[config.mk]
export PLATFORM = sky130hd
export DESIGN_NAME = dmem_wbuf_flat
export DESIGN_NICKNAME = d
export VERILOG_FILES = /design/src/rtl/dmem_wbuf_if.sv /design/src/rtl/dmem_wbuf.sv /design/src/flat_wrapper.sv
export SDC_FILE = /design/constraint.sdc
export NUM_CORES = 1
export LEC_CHECK = 0
export CORE_ASPECT_RATIO = 0.75
export CORE_UTILIZATION = 49
export CTS_BUF_LIST = sky130_fd_sc_hd__clkbuf_8 sky130_fd_sc_hd__clkbuf_16
export CTS_CLUSTER_SIZE = 25
export DETAILED_ROUTE_END_ITERATION = 10
export PLACE_DENSITY = 0.83
export RECOVER_POWER = 25
export SKIP_CTS_REPAIR_TIMING = 1
export SLEW_MARGIN = 30
export SYNTH_ARGS = -nofsm -noshare
export SYNTH_HDL_FRONTEND = slang
export SYNTH_SLANG_ARGS = --single-unit
[constraint.sdc]
create_clock -name clk -period 3.75 [get_ports clk]
set_clock_uncertainty 0.15 [all_clocks]
set_input_delay 0.5625 -clock clk [delete_from_list [all_inputs] [get_ports clk]]
set_output_delay 0.5625 -clock clk [all_outputs]
set_load 0.01 [all_outputs]
[src/rtl/dmem_wbuf_if.sv]
// Core-side store/load handshake and SRAM port bundle for dmem_wbuf.
// The slave modport is the buffer; the master modport is its environment (core + SRAM).
interface dmem_wbuf_if;
  logic        c_wready;
  logic        c_wvalid;
  logic [31:0] c_waddr;
  logic [31:0] c_wdata;
  logic [3:0]  c_wstrb;
  logic        c_rready;
  logic        c_rvalid;
  logic [31:0] c_raddr;
  logic        c_rresp;
  logic [31:0] c_rdata;
  logic        m_en;
  logic        m_we;
  logic [29:0] m_addr;
  logic [31:0] m_wdata;
  logic [3:0]  m_wstrb;
  logic [31:0] m_rdata;
  logic        wb_busy;
  logic        wb_full;

  modport slave (
    input  c_wready, c_waddr, c_wdata, c_wstrb, c_rready, c_raddr, m_rdata,
    output c_wvalid, c_rvalid, c_rresp, c_rdata, m_en, m_we, m_addr, m_wdata, m_wstrb,
           wb_busy, wb_full
  );

  modport master (
    output c_wready, c_waddr, c_wdata, c_wstrb, c_rready, c_raddr, m_rdata,
    input  c_wvalid, c_rvalid, c_rresp, c_rdata, m_en, m_we, m_addr, m_wdata, m_wstrb,
           wb_busy, wb_full
  );
endinterface

[src/rtl/dmem_wbuf.sv]
// Posted-write store buffer in front of a single-port synchronous data SRAM.
// Loads win the port unless the buffer is full or the load hits a buffered store.
module dmem_wbuf #(
  parameter int unsigned DEPTH = 4
) (
  input logic        clk,
  input logic        resetb,
  dmem_wbuf_if.slave bus
);
  localparam int unsigned AW = $clog2(DEPTH);
  localparam int unsigned PW = AW + 1;

  typedef struct packed {
    logic [29:0] addr;
    logic [31:0] data;
    logic [3:0]  strb;
  } entry_t;

  entry_t        mem [DEPTH];
  logic [PW-1:0] head;
  logic [PW-1:0] tail;
  logic [PW-1:0] count;
  logic [PW-1:0] count_nxt;
  logic          busy_q;
  logic          full_q;
  logic          rresp_q;
  logic          wvalid;
  logic          hazard;
  logic          do_read;
  logic          do_drain;
  entry_t        head_e;
  logic          unused_addr_lsbs;

  assign unused_addr_lsbs = ^{bus.c_waddr[1:0], bus.c_raddr[1:0]};

  assign head_e   = mem[head[AW-1:0]];
  assign wvalid   = resetb & bus.c_wready & ~full_q;
  // Full forces a drain; otherwise a hazard-free read takes the port ahead of draining.
  assign do_read  = resetb & bus.c_rready & ~hazard & ~full_q;
  assign do_drain = busy_q & ~do_read;

  // Hazard against every live entry plus a store entering this cycle.
  always_comb begin
    hazard = wvalid && (bus.c_waddr[31:2] == bus.c_raddr[31:2]);
    for (int unsigned i = 0; i < DEPTH; i++) begin
      if ((PW'(i) < count) &&
          (mem[AW'(head[AW-1:0] + AW'(i))].addr == bus.c_raddr[31:2])) begin
        hazard = 1'b1;
      end
    end
  end

  always_comb begin
    bus.c_wvalid = wvalid;
    bus.c_rvalid = do_read;
    bus.m_en     = do_read | do_drain;
    bus.m_we     = do_drain;
    bus.m_addr   = 30'd0;
    bus.m_wdata  = 32'd0;
    bus.m_wstrb  = 4'd0;
    if (do_drain) begin
      bus.m_addr  = head_e.addr;
      bus.m_wdata = head_e.data;
      bus.m_wstrb = head_e.strb;
    end else if (do_read) begin
      bus.m_addr = bus.c_raddr[31:2];
    end
  end

  assign bus.c_rresp = rresp_q;
  assign bus.c_rdata = rresp_q ? bus.m_rdata : 32'd0;
  assign bus.wb_busy = busy_q;
  assign bus.wb_full = full_q;

  assign count_nxt = count + PW'(wvalid) - PW'(do_drain);

  // Pointers keep their top bit clear and wrap modulo DEPTH.
  always_ff @(posedge clk or negedge resetb) begin
    if (!resetb) begin
      head    <= '0;
      tail    <= '0;
      count   <= '0;
      busy_q  <= 1'b0;
      full_q  <= 1'b0;
      rresp_q <= 1'b0;
    end else begin
      if (wvalid) tail <= PW'(AW'(tail[AW-1:0] + AW'(1)));
      if (do_drain) head <= PW'(AW'(head[AW-1:0] + AW'(1)));
      count   <= count_nxt;
      busy_q  <= (count_nxt != '0);
      full_q  <= (count_nxt == PW'(DEPTH));
      rresp_q <= do_read;
    end
  end

  // Entry storage needs no reset: only entries below count are ever observed.
  always_ff @(posedge clk) begin
    if (wvalid) begin
      mem[tail[AW-1:0]] <= '{addr: bus.c_waddr[31:2], data: bus.c_wdata, strb: bus.c_wstrb};
    end
  end
endmodule

[src/flat_wrapper.sv]
// flat-port wrapper written by rule: the top's interface ports become plain ports
module dmem_wbuf_flat 
#(
  parameter int unsigned DEPTH = 4
)
  (clk, resetb, bus_c_wready, bus_c_waddr, bus_c_wdata, bus_c_wstrb, bus_c_rready, bus_c_raddr, bus_m_rdata, bus_c_wvalid, bus_c_rvalid, bus_c_rresp, bus_c_rdata, bus_m_en, bus_m_we, bus_m_addr, bus_m_wdata, bus_m_wstrb, bus_wb_busy, bus_wb_full);
  dmem_wbuf_if bus_i ();
  input logic clk;
  input logic resetb;
  input wire logic [$bits(bus_i.c_wready)-1:0] bus_c_wready;
  input wire logic [$bits(bus_i.c_waddr)-1:0] bus_c_waddr;
  input wire logic [$bits(bus_i.c_wdata)-1:0] bus_c_wdata;
  input wire logic [$bits(bus_i.c_wstrb)-1:0] bus_c_wstrb;
  input wire logic [$bits(bus_i.c_rready)-1:0] bus_c_rready;
  input wire logic [$bits(bus_i.c_raddr)-1:0] bus_c_raddr;
  input wire logic [$bits(bus_i.m_rdata)-1:0] bus_m_rdata;
  output wire logic [$bits(bus_i.c_wvalid)-1:0] bus_c_wvalid;
  output wire logic [$bits(bus_i.c_rvalid)-1:0] bus_c_rvalid;
  output wire logic [$bits(bus_i.c_rresp)-1:0] bus_c_rresp;
  output wire logic [$bits(bus_i.c_rdata)-1:0] bus_c_rdata;
  output wire logic [$bits(bus_i.m_en)-1:0] bus_m_en;
  output wire logic [$bits(bus_i.m_we)-1:0] bus_m_we;
  output wire logic [$bits(bus_i.m_addr)-1:0] bus_m_addr;
  output wire logic [$bits(bus_i.m_wdata)-1:0] bus_m_wdata;
  output wire logic [$bits(bus_i.m_wstrb)-1:0] bus_m_wstrb;
  output wire logic [$bits(bus_i.wb_busy)-1:0] bus_wb_busy;
  output wire logic [$bits(bus_i.wb_full)-1:0] bus_wb_full;
  assign bus_i.c_wready = bus_c_wready;
  assign bus_i.c_waddr = bus_c_waddr;
  assign bus_i.c_wdata = bus_c_wdata;
  assign bus_i.c_wstrb = bus_c_wstrb;
  assign bus_i.c_rready = bus_c_rready;
  assign bus_i.c_raddr = bus_c_raddr;
  assign bus_i.m_rdata = bus_m_rdata;
  assign bus_c_wvalid = bus_i.c_wvalid;
  assign bus_c_rvalid = bus_i.c_rvalid;
  assign bus_c_rresp = bus_i.c_rresp;
  assign bus_c_rdata = bus_i.c_rdata;
  assign bus_m_en = bus_i.m_en;
  assign bus_m_we = bus_i.m_we;
  assign bus_m_addr = bus_i.m_addr;
  assign bus_m_wdata = bus_i.m_wdata;
  assign bus_m_wstrb = bus_i.m_wstrb;
  assign bus_wb_busy = bus_i.wb_busy;
  assign bus_wb_full = bus_i.wb_full;
  dmem_wbuf #(.DEPTH(DEPTH)) u_core (.clk(clk), .resetb(resetb), .bus(bus_i));
endmodule
# == Word-level counts from Yosys, hierarchy flattened ==
# Memories as Yosys holds them, arrays and structs flattened.
# Cells that the tools add are included.
# totals
wordCells,50
register_bits,10
input_bits,136
out_inout_bits,105
n_memories,1
mem_bits_rw,264
# mem_list
memory,words,word_bits,read_ports,rd_ports_with_merged_regs,write_ports,line_no,source
u_core.mem,4,66,4,0,1,dmem_wbuf.sv:19,entry_t mem [DEPTH];
# op_classes
n_bitwise,10
n_eq_ne,6
n_lt_le_gt_ge,4
mux,11
addsub,6
reduce_logical,6
# op_table
op,n
30-bit equality test,5
32-bit two-way mux,2
30-bit two-way mux,2
1-bit bitwise AND,6
"1-bit by 3-bit less-than comparator with 1-bit output, first input constant",2
"2-bit by 3-bit less-than comparator with 1-bit output, first input constant",2
1-bit two-way mux,6
1-bit logical AND,5
"2-bit by 1-bit adder with 2-bit output, second input constant",2
"2-bit adder, second input constant",2
4-bit two-way mux,1
3-bit by 1-bit adder with 3-bit output,1
"3-bit equality test, second input constant",1
1-bit NOT,3
3-bit nonzero test,1
3-bit by 1-bit subtractor with 3-bit output,1
1-bit OR,1

# == Longest topological paths before layout ==
# depth
depth_word,14
ltp_mapped,22
mapped_depth_nobuf,17

# == Worst setup path before layout ==
# Ideal clock, no wire load.
# synth_timing
path_type,flip-flop to flip-flop
from,register u_core.head[0]
to,register u_core.busy_q (netlist: u_core.bus.wb_busy)
path_buffers,4
t_arrival_ps,3893
stages_incl_launch_ff,20
required_ps,3469
setup_time_ps,131
slack_ps,-424
synth_period_minus_slack_ps,4174
path_cell_list,dfrtp_1 -> buf_2 -> buf_4 -> buf_2 -> mux4_2 -> xnor2_1 -> nand4_1 -> nor4_1 -> a31oi_1 -> nand4_2 -> buf_6 -> nand2_1 -> inv_1 -> ha_1 -> inv_1 -> ha_1 -> fa_1 -> xor2_1 -> inv_1 -> or3_1
# synth_via
elab_chain_len,14
elab_cells_between_ends,23
cone_classes,add/sub (4); eq/ne (4); mux (4); bitwise (5); reduce/logical (5); memory (1)
# synth_lines
item,line_no,source
from (decl),dmem_wbuf.sv:20,logic [PW-1:0] head;
from (signal assigned),dmem_wbuf.sv:88,if (do_drain) head <= PW'(AW'(head[AW-1:0] + AW'(1)));
2-bit by 1-bit adder with 2-bit output / memory 4 x 66 bit (equally long branches),-,
memory 4 x 66 bit (*),-,
30-bit equality test / 1-bit logical AND (equally long branches),"dmem_wbuf.sv:47, dmem_wbuf.sv:46",
1-bit logical AND / 1-bit two-way mux (equally long branches),dmem_wbuf.sv:46,if ((PW'(i) < count) &&
1-bit two-way mux (2 in a row),dmem_wbuf.sv:46,
1-bit two-way mux (*),dmem_wbuf.sv:46,
1-bit NOT (*),dmem_wbuf.sv:39,assign do_read = resetb & bus.c_rready & ~hazard & ~full_q;
1-bit bitwise AND (*) (2 in a row),dmem_wbuf.sv:39,
1-bit NOT (*),dmem_wbuf.sv:40,assign do_drain = busy_q & ~do_read;
1-bit bitwise AND (*),dmem_wbuf.sv:40,
net bus_m_we,flat_wrapper.sv:22,output wire logic [$bits(bus_i.m_we)-1:0] bus_m_we;
3-bit by 1-bit subtractor with 3-bit output (*),dmem_wbuf.sv:75,assign count_nxt = count + PW'(wvalid) - PW'(do_drain);
net u_core.count_nxt[2],dmem_wbuf.sv:23,logic [PW-1:0] count_nxt;
3-bit nonzero test (*),dmem_wbuf.sv:90,busy_q <= (count_nxt != '0);
to (signal assigned),dmem_wbuf.sv:90,
to (decl),dmem_wbuf.sv:24,logic busy_q;
# The timed path passes the listed nets; every way through them passes the cells marked *.
# A chain may end at the register's enable or synchronous reset.

# == Worst setup path in the final report ==
# layout_timing
from,register u_core.head[1]
to,output bus_m_addr[27]
# layout_via
elab_chain_len,13
elab_cells_between_ends,23
cone_classes,add/sub (3); eq/ne (4); mux (6); bitwise (5); reduce/logical (4); memory (1)
# layout_lines
item,line_no,source
2-bit by 1-bit adder with 2-bit output / memory 4 x 66 bit (equally long branches),-,
memory 4 x 66 bit (*),-,
30-bit equality test / 1-bit logical AND (equally long branches),"dmem_wbuf.sv:47, dmem_wbuf.sv:46",
1-bit logical AND / 1-bit two-way mux (equally long branches),dmem_wbuf.sv:46,
1-bit two-way mux (3 in a row),dmem_wbuf.sv:46,
1-bit NOT,dmem_wbuf.sv:39,
1-bit bitwise AND (2 in a row),dmem_wbuf.sv:39,
1-bit NOT,dmem_wbuf.sv:40,
1-bit bitwise AND,dmem_wbuf.sv:40,
30-bit two-way mux (*),dmem_wbuf.sv:61,if (do_drain) begin
to (decl),flat_wrapper.sv:23,output wire logic [$bits(bus_i.m_addr)-1:0] bus_m_addr;
# Every way passes the cells marked *; elsewhere a longest branch is shown, timed or not.

==> results.toml <==
[logic_synthesis]
synthCells = 1118
yosys_register_bits = 274
async_flop_share = 0.03650
yosys.cell_count.top_type = "edfxtp_1"
synth_edf_count = 264
synthTopCellsByArea = "edfxtp_1, mux4_2, mux2i_1, xnor2_1, and3_1"
syn_nets = 1263
synth_flop_cell = "edfxtp_1"
yosysTopAreaCell = "edfxtp_1"
yosysSeqAreaShare = 0.5394
synth.top_cell.area_share = 0.5229
synth.avg_cell_area_sq_um = 13.56
synth_commonest_cells = "edfxtp_1, xnor2_1, mux2i_1"
synthDistinctLibCells = 63
yosys_warnings = 0
syn_area_sq_um = 15160

[drt]
ant_nets = 0
wl_per_cell_um = 23.18
drc = 0
drt_iter0_markers = 1146
drt_wl_total_um = 47470
vias = 11850
drtPass1Iterations = 6
routed_via_density = 5.784

[timing]
tns_ps = -54560
hold_viol_final = 0
period_needed_ps = 4653
rsz0062_at_grt = "yes"
whs_ps = 229.4
period_share = 1.241
fmax_ghz = 0.2149
tightest_slew_ps = 693.7
worst_slack_ps = -902.8
maxSlewViolCount = 0
final-setup-viol-count = 74
slew_headroom = 0.5333

[setup_path]
worstPathMaxFanout = 13
cp.arrival_ps = 3940
crit_slowest_cell = "or4_1"
critical-path-max-stage-delay_ps = 520
crit_type = "register to output pin"
path_cells = "buf_12, buf_6, mux2i_4, mux2i_1, xnor2_1, or4_1, a2111oi_2, nand4_1, nand4_4, buf_4, buf_4, nor2_1, a41o_1, dlymetal6s2s_1"
crit_required_ps = 3040
cpLargestDelayFamily = "simple AND/OR/NAND/NOR gates"
crit_path_frequent_cell = "buf_4"
cp-end-kind = "output pin"
startpoint_type = "register"
critPathBufInv = 5

[floorplan]
coreArea_sq_um = 30280
die_width_um = 205.1
row_count = 55
die_area_sq_um = 31660
initial_core_util = 0.5007
ios = 241
die_y_um = 154.3

[power_and_ir_drop]
vdd_ir_drop_max_v = 0.0004594
clkPwrFrac = 0.185
power_per_cell_area_nw_per_um2 = 679.7
p_sw_mw = 5.231
combinationalPowerShare = 0.545
power.total_mw = 14.48
p_seq_frac = 0.270
swShare = 0.3613
p_int_mw = 9.249
p_leak_nw = 8.335

[cells_and_area]
post-route-util = 0.7036
instances_no_fill = 2048
drive_above_1_share = 0.3495
fin_area_sq_um = 21300
syn2layout_area_growth_pct = 40.51
nets = 1775

[global_route]
grt_usage = 0.2859
grt_max_degree = 67
antenna_found_initial = 1
grt_pass1_vias = 11650
overflow = 0
grt_pass1_wl_um = 67750

[placement]
gp_congestion = 1.021
placed_cells_incl_taps = 1979
dp_slack_ps = -780.8
placed_area_sq_um = 20170
numPortBuffers = 236
dpl.hpwl_um = 33660

[status]
violations = "setup timing"
status = "finished, violations left"

[clock_network]
h-tree-depth = 1
numCtsBuffers = 28
cts_sinks = 274
clockBufferDepth = 3
clock_latency_ps = 550
cts-root-buf = "clkbuf_16"
path_clk_slew_ps = 70
cts_tree = "done"

[min_path]
hold_class = "input port to asynchronous set/reset pin"

[job]
max_cap_viol_count = 0
[registers in the layout, summed over array words and instances (netlist names)]
name	cells
u_core.count	3
u_core.bus.wb_full	1
u_core.head	2
u_core.bus.wb_busy	1
u_core.mem	264
u_core.tail	2
u_core.bus.c_rresp	1
[final timing paths]
kind | startpoint | endpoint | slack (ps) | cells past startpoint
worst max-delay path | u_core.head[1] | bus_m_addr[27] | -900 | 14
worst min register to register | u_core.tail[0] | u_core.tail[0] | 480 | 2
min in group clk | u_core.tail[0] | u_core.tail[0] | 480 | 2
max in group asynchronous | resetb | u_core.head[0] | 3020 | 2
worst max register to register | u_core.head[1] | u_core.bus.wb_busy | -770 | 19
worst min-delay path | resetb | u_core.bus.wb_full | 230 | 2
[metal layers]
layer	track usage	part of all wire	wire, um	vias to the layer above
met1	0.4065	0.41	19560	5825
li1	-	-	-	5308
met4	0.07266	0.026	1219	0
met3	0.05794	0.098	4663	107
met5	0	0	0	-
met2	0.4496	0.46	22030	605
[layout make-up]
type                       instances  area [sq um]
fill                            2081          8976
timing repair buffer             568          4927
clock buffer                      29         725.7
multi-input combinational        716          6658
tap                              399         499.2
antenna                            1         2.502
inverter                          42         160.2
sequential                       274          8187
clock inverter                    19         143.9
[placed cells by master (no fill, tap or decap), types with 7 or more instances in the layout]
master	instances
nand2_1	25
nor2_1	35
nand3_1	36
nand4_1	19
mux4_2	67
mux2_2	21
xnor2_1	118
clkbuf_2	23
clkbuf_16	33
mux2i_1	103
edfxtp_1	264
ha_1	8
inv_1	44
mux2i_2	15
buf_12	18
dlymetal6s2s_1	11
nor3_1	14
and3_1	42
dfrtp_1	7
buf_4	303
o21ai_0	30
and2_1	34
o2111ai_1	7
clkdlybuf4s50_1	167
buf_2	34
xor2_1	12
a21oi_1	22
nor4_2	8
[power groups by stage]
stage	sequential, mW	combinational, mW	clock (mW)
after detailed placement	3.95	7.65	0
after floorplan	3.87	4.41	0
after global routing	3.93	8.33	2.80
final	3.91	7.89	2.68
after global placement	3.92	7.53	0
after CTS	3.89	7.70	2.70
[cells by family (layout without fill, tap and decap cells)]
kind of cell	Yosys count	in the layout	synth area share
AND/OR/NAND/NOR	241	241	0.08649
other	0	1	0
flip-flops	274	274	0.5394
adder cells (fa/ha/maj)	9	9	0.007923
XOR/XNOR	135	135	0.07799
AO/OA/AOI/OAI	121	121	0.05340
buffers and inverters	128	658	0.03912
multiplexers	210	210	0.1957
(Power assumes the default switching activity.)
